**src/rtl/run_ctrl.sv**
```systemverilog
// run_ctrl: parks the core, releases it on go, times the run, then streams a data-memory window out
module run_ctrl #(
  parameter int START_CYC = 4,
  parameter int ADDR_W    = 8,
  parameter int DATA_W    = 8,
  parameter int CNT_W     = 16
) (
  input  logic              clk,
  input  logic              reset,
  input  logic              go,
  input  logic [ADDR_W-1:0] rd_base,
  input  logic [ADDR_W:0]   rd_len,
  input  logic [CNT_W-1:0]  timeout,
  output logic              start,
  input  logic              done,
  output logic [ADDR_W-1:0] mem_rd_addr,
  input  logic [DATA_W-1:0] mem_rd_data,
  output logic              out_valid,
  output logic [DATA_W-1:0] out_data,
  input  logic              out_ready,
  output logic              busy,
  output logic              fin,
  output logic              timed_out,
  output logic [CNT_W-1:0]  cycle_count
);
  localparam int HW = $clog2(START_CYC + 1);
  typedef enum logic [2:0] {IDLE, HOLD, RUN, FETCH, SEND, FIN} state_t;
  state_t state_q, state_d;
  logic [HW-1:0] hold_q, hold_d;
  logic [ADDR_W-1:0] base_q, base_d, addr_q, addr_d;
  logic [ADDR_W:0] len_q, len_d;
  logic [CNT_W-1:0] tmo_q, tmo_d, cnt_q, cnt_d, cnt_inc;
  logic [DATA_W-1:0] data_q, data_d;
  logic tout_q, tout_d;
  always_comb begin
    state_d = state_q;
    hold_d  = hold_q;
    base_d  = base_q;
    addr_d  = addr_q;
    len_d   = len_q;
    tmo_d   = tmo_q;
    cnt_d   = cnt_q;
    data_d  = data_q;
    tout_d  = tout_q;
    cnt_inc = &cnt_q ? cnt_q : cnt_q + 1'b1;
    case (state_q)
      IDLE: if (go) begin
        state_d = HOLD;
        hold_d  = '0;
        base_d  = rd_base;
        len_d   = rd_len;
        tmo_d   = timeout;
        tout_d  = 1'b0;
        cnt_d   = '0;
      end
      HOLD: begin
        hold_d  = hold_q + 1'b1;
        state_d = hold_q == HW'(START_CYC - 1) ? RUN : HOLD;
      end
      RUN: begin
        cnt_d = cnt_inc;
        if (done) begin
          state_d = len_q == '0 ? FIN : FETCH;
          addr_d  = base_q;
        end else if (tmo_q != '0 && cnt_inc == tmo_q) begin
          tout_d  = 1'b1;
          state_d = FIN;
        end
      end
      FETCH: begin
        data_d  = mem_rd_data;
        state_d = SEND;
      end
      SEND: if (out_ready) begin
        state_d = len_q == (ADDR_W+1)'(1) ? FIN : FETCH;
        addr_d  = addr_q + 1'b1;
        len_d   = len_q - 1'b1;
      end
      default: state_d = IDLE;
    endcase
  end
  always_ff @(posedge clk) begin
    if (!reset) begin
      state_q <= IDLE;
      hold_q  <= '0;
      base_q  <= '0;
      addr_q  <= '0;
      len_q   <= '0;
      tmo_q   <= '0;
      cnt_q   <= '0;
      data_q  <= '0;
      tout_q  <= 1'b0;
    end else begin
      state_q <= state_d;
      hold_q  <= hold_d;
      base_q  <= base_d;
      addr_q  <= addr_d;
      len_q   <= len_d;
      tmo_q   <= tmo_d;
      cnt_q   <= cnt_d;
      data_q  <= data_d;
      tout_q  <= tout_d;
    end
  end
  assign start       = state_q != RUN;
  assign busy        = state_q != IDLE;
  assign out_valid   = state_q == SEND;
  assign fin         = state_q == FIN;
  assign mem_rd_addr = addr_q;
  assign out_data    = data_q;
  assign timed_out   = tout_q;
  assign cycle_count = cnt_q;
endmodule

```
**config.mk**
```make
export PLATFORM = sky130hd
export DESIGN_NAME = run_ctrl
export DESIGN_NICKNAME = d
export VERILOG_FILES = /design/src/rtl/run_ctrl.sv
export SDC_FILE = /design/constraint.sdc
export NUM_CORES = 1
export LEC_CHECK = 0
export ABC_AREA = 1
export CAP_MARGIN = 20
export CORE_MARGIN = 2
export CORE_UTILIZATION = 50
export CTS_CLUSTER_SIZE = 25
export DETAILED_ROUTE_END_ITERATION = 12
export GPL_TIMING_DRIVEN = 0
export PLACE_DENSITY = 0.86
export SETUP_SLACK_MARGIN = 0.02
export SYNTH_ARGS = -nofsm -noshare
export SYNTH_HDL_FRONTEND = slang
export SYNTH_SLANG_ARGS = --single-unit
```
**constraint.sdc**
```tcl
create_clock -name clk -period 2.94 [get_ports clk]
set_clock_uncertainty 0.2 [all_clocks]
set_input_delay 0.294 -clock clk [delete_from_list [all_inputs] [get_ports clk]]
set_output_delay 0.294 -clock clk [all_outputs]
set_load 0.02 [all_outputs]
```
Yosys cells after proc, flatten, opt, wreduce, memory -nomap -nowiden
Index checks and enable logic that the tools add are counted.

word-level totals
  output and inout bits = 37
  word-level logic and storage cells = 68
  memories = 0
  bits of input ports = 46
  memory bits (writable) = 0
  register bits after elaboration = 72
  bits in latches = 0
  memory bits (read-only) = 0

operators by class
  equal/unequal tests = 15
  divide/modulo/power cells = 0
  shifts and indexed selects = 0
  add/sub/neg operators = 4
  multipliers = 0
  $lt $le $gt $ge = 0
  reduce and logical (&&, ||, !) cells = 17
  bitwise operators = 0
  mux-type cells = 23

operator list
  cell                                                 number
  2-to-1 mux 16 bit                                    2
  one-hot mux 16 bit (2 select lines)                  1
  2-to-1 mux 3 bit                                     7
  2-to-1 mux 9 bit                                     2
  one-hot mux 9 bit (2 select lines)                   1
  adder 16 x 1 -> 16 bit, second input constant        1
  equality test 16 bit                                 1
  2-to-1 mux 8 bit                                     2
  one-hot mux 8 bit (2 select lines)                   1
  AND reduction 16 bit                                 1
  nonzero test 16 bit                                  1
  one-hot mux 3 bit (5 select lines)                   1
  equality test 3 x 2 -> 1 bit, second input constant  3
  equality test 9 x 1 -> 1 bit, second input constant  1
  logical NOT 9 bit                                    1
  AND reduction 3 bit                                  3
  subtractor 9 x 1 -> 9 bit, second input constant     1
  adder 8 x 1 -> 8 bit, second input constant          1
  inequality test 2 bit, second input constant         4
  nonzero test 2 bit                                   4
  equality test 3 bit, second input constant           2
  one-hot mux 3 bit (2 select lines)                   1
  AND reduction 2 bit                                  3
  AND reduction 4 bit                                  1
  11 further kinds                                     13

Logic depth before layout (Yosys ltp)
  depth in word-level cells = 7
  gate-level depth with buffers = 18
  gate-level depth less buffers = 17

Worst setup path after synthesis
No wires, ideal clock.

  path type = flip-flop to flip-flop
  start point = reg cnt_q[0], in the netlist cycle_count[0]
  end point = reg state_q[2]
  setup slack = 0.602 ns
  clock period less this slack = 2.338 ns
  path buffers = 1
  arrival time = 2.023 ns
  setup time = 0.115 ns
  required time = 2.625 ns
  stages on the path, launching flop included = 18
  cells stage by stage = dfxtp_1 -> ha_1 -> nand2_2 -> nor2_4 -> nand2_4 -> nor2_4 -> inv_2 -> buf_6 -> nand2_2 -> nand2_1 -> a21oi_1 -> nand3_1 -> nor2_1 -> nand2_1 -> nand3_2 -> nand3_1 -> nand2_1 -> nor2_1

on the way
  cells in the longest elaborated chain, start to end = 6
  elaborated cells between the ends (all ways) = 7
  those cells by class = add/sub (1); eq/ne (2); mux (1); reduce/logical (3)

RTL lines
  what                                                                   RTL line  source
  start: declaration                                                     32        logic [CNT_W-1:0] tmo_q, tmo_d, cnt_q, cnt_d, cnt_inc;
  start signal: assignment                                               100       cnt_q <= cnt_d;
  adder 16 x 1 -> 16 bit / AND reduction 16 bit (equally long branches)  45        cnt_inc = &cnt_q ? cnt_q : cnt_q + 1'b1;
  2-to-1 mux 16 bit (*)                                                  45
  equality test 16 bit (*)                                               65        end else if (tmo_q != '0 && cnt_inc == tmo_q) begin
  logical AND 1 bit (*)                                                  65
  inequality test 3 bit (no source line) (*)                             --
  AND reduction 3 bit (no source line) (*)                               --
  end signal: assignment                                                 94        state_q <= state_d;
  end: declaration                                                       28        state_t state_q, state_d;

Mark *: on every way between the ends. The rest lies on a longest branch, timed or not.
A chain may end at the register's enable or synchronous reset.

Final worst setup path
  start point = reg cnt_q[0], in the netlist cycle_count[0]
  end point = reg state_q[1]

The elaborated chain is that of the path after synthesis.

==> impl_metrics.yaml <==
outcome:
  status: "finished clean"
critical_path:
  start_kind: "register"
  required_ps: 2990
  crit_fanout: 10
  r2r_start: "cycle_count[0]"
  reg2reg_to: "state_q[1]"
  cp-end-kind: "register"
  critical_path_arrival_ps: 2680
  worstRegToRegCells: 17
  crit_type: "reg -> reg"
  r2r_setup_slack_ps: 310
floorplan:
  coreArea_sq_um: 7610
  row_count: 32
  initial_core_util_pct: 51.0
  io_pins: 83
  floorplan.die_area_sq_um: 8480
  dieWidth_um: 92.1
  die_h_um: 92.1
logic_synthesis:
  ys_top_cells_by_area: "dfxtp_1 (37%), nand2_1 (13%), a21oi_1 (7.4%), nor2_1 (7.3%), o21ai_0 (6.8%)"
  ys_async_sr_fraction_pct: 0
  ys_ff_latch: 72
  syn_area_per_cell_sq_um: 6.57
  yosys.area.top_type: "dfxtp_1"
  netlist_area_sq_um: 3880
  synth_top_area_share_pct: 37.2
  synth_most_common_cell: "nand2_1"
  synth_fp_nets: 642
  synth_common_cells: "nand2_1 (137), nor2_1 (75), dfxtp_1 (72)"
  synth.distinct_cells: 34
  synth_seq_area_share_pct: 37.2
  synthFlopType: "dfxtp_1"
  synthCells: 590
  ys_warn_count: 0
  synth_edf_count: 0
sta:
  drv_slew: 0
  setup_violations: 0
  finalHoldViolCount: 0
  grt_setup_unrepaired: "false"
  hold-worst-slack_ps: 254
  relSlewSlack_pct: 34.4
  timing.final.crit_share_pct: 89.4
  timing.fmax_mhz: 381
  fin_tns_setup_ps: 0
  tightest_slew_ps: 977
  min_period_ps: 2630
worst_hold_path:
  whs_endpoint: "timed_out"
  hp-class: "reg -> reg"
  hold_depth: 2
  hold_start: "timed_out"
power_and_ir_drop:
  power.share.combinational_pct: 39.9
  power.internal_mw: 2.22
  p_leak_nw: 2.02
  p_seq_share_pct: 36.5
  sw_frac_of_total_pct: 39.8
  p_switching_mw: 1.46
  clkPwrFrac_pct: 23.5
  pwr_density_cell_nw_per_um2: 730
  ir_drop_v: 0.000682
cts:
  cts_tree: "built"
  htreeDepth: 3
  post_cts_buffers: 0
  postCtsHoldBufs: 0
  clockRootBuffer: "clkbuf_8"
  clk_latency_ps: 350
  numCtsBuffers: 9
  cts_sinks: 72
  clkTransAtPathRegs_ps: 70
  cts_max_path_buffers: 2
  cts_resized: 0
global_routing:
  grt-ovfl-total: 0
  grt_usage_pct: 27.2
  grt_pass1_vias: 4083
  grt_antenna_before_repair: 0
  grt_pass1_wl_um: 18500
  grt_max_degree: 12
final_layout:
  finalInstanceArea_sq_um: 5040
  area_growth_pct: 30.1
  layout-drive-gt1-share_pct: 4.94
  utilization_pct: 66.3
  diodes: 0
  fillers: 678
  nNetsFinal: 735
drt:
  ant_nets: 0
  route.detailed.drc: 0
  wl_per_cell_um: 14.2
  drt_wl_total_um: 11200
  vias: 4288
  first_pass_iters: 5
  viasPerCell: 5.43
  drt_iter0_markers: 333
place:
  dp_hpwl_um: 8470
  gp_congestion: 0.929
  place_area_sq_um: 4830
  numPortBuffers: 82
flow_run:
  cap_violations: 0
worst max-delay path, stage by stage, from the launching register on:
cell	delay, ps
dfxtp_1	490
ha_1	270
nand2_2	90
nor2_4	130
nand2_4	110
nor2_4	150
inv_2	60
buf_6	140
nand2_2	70
nand2_1	50
a21oi_1	170
nand3_1	120
nor2_1	100
nand2_1	100
nand3_2	100
o21ai_1	90
nand2_1	60
inv_1	40
area by class of cell:
cell class | count | area (sq um) | area share (%)
inverter | 63 | 236 | 4.69
buffer | 22 | 93.8 | 1.86
timing repair buffer | 82 | 821 | 16.3
clock buffer | 13 | 149 | 2.95
clock inverter | 3 | 65.1 | 1.29
sequential | 72 | 1440 | 28.6
tap | 102 | 128 | 2.53
multi-input combinational | 433 | 2110 | 41.8
power by group through the flow:
stage	sequential, mW	clock (mW)	combinational [mW]
after floorplan	1.37	0	0.929
after global placement	1.35	0	1.39
after detailed placement	1.36	0	1.43
after CTS	1.34	0.874	1.45
after global routing	1.37	0.910	1.64
final	1.35	0.867	1.47
cell usage in the layout (no fill, tap or decap), types with 7 or more instances in the layout:
cell type / Yosys / final
nand4_1: 8 / 8
dfxtp_1: 72 / 72
clkbuf_8: 0 / 10
clkdlybuf4s50_1: 0 / 82
nor2_1: 75 / 74
clkbuf_1: 18 / 20
a21oi_1: 57 / 57
nand3_1: 35 / 35
o21ai_0: 53 / 53
inv_1: 61 / 61
a211oi_1: 7 / 7
xor2_1: 7 / 7
nand2_1: 137 / 137
routing by layer:
layer | share of wire [%] | global-route usage, %
met5 | 0 | 0
met4 | 2.6 | 8.71
met3 | 6.5 | 6.66
met2 | 49 | 47.2
met1 | 42 | 33.1
per-stage QoR:
step                total power [mW]  std cells  worst slack (ps)
global route                    3.92        790               146
global placement                2.74        774               438
finish                          3.68        790               312
floorplan                       2.30        590               602
CTS                             3.66        790              28.7
detailed placement              2.79        774               412
kinds of logic after synthesis:
group                    after synthesis  synth area share [%]
AND/OR/NAND/NOR                      280                  31.0
flip-flops                            72                  37.2
adder cells (fa/ha/maj)                6                  1.94
AO/OA/AOI/OAI                        135                  18.7
XOR/XNOR                              12                  2.71
buffers and inverters                 85                  8.49
worst max path at each step:
stage	slack, ps	to	start
after floorplan	600	state_q[2]	cycle_count[0]
after global placement	440	state_q[2]	cycle_count[0]
after detailed placement	410	out_valid	state_q[2]
after CTS	30	out_valid	state_q[2]
after global routing	150	state_q[1]	cycle_count[0]
final	310	state_q[1]	cycle_count[0]
flip-flops by register name, summed over array words and instances, names as in the netlist:
| register | cells |
|---|---|
| base_q | 8 |
| cycle_count | 16 |
| state_q | 3 |
| hold_q | 3 |
| len_q | 9 |
| out_data | 8 |
| mem_rd_addr | 8 |
| timed_out | 1 |
| tmo_q | 16 |
Power figures use the tool's default switching activity.
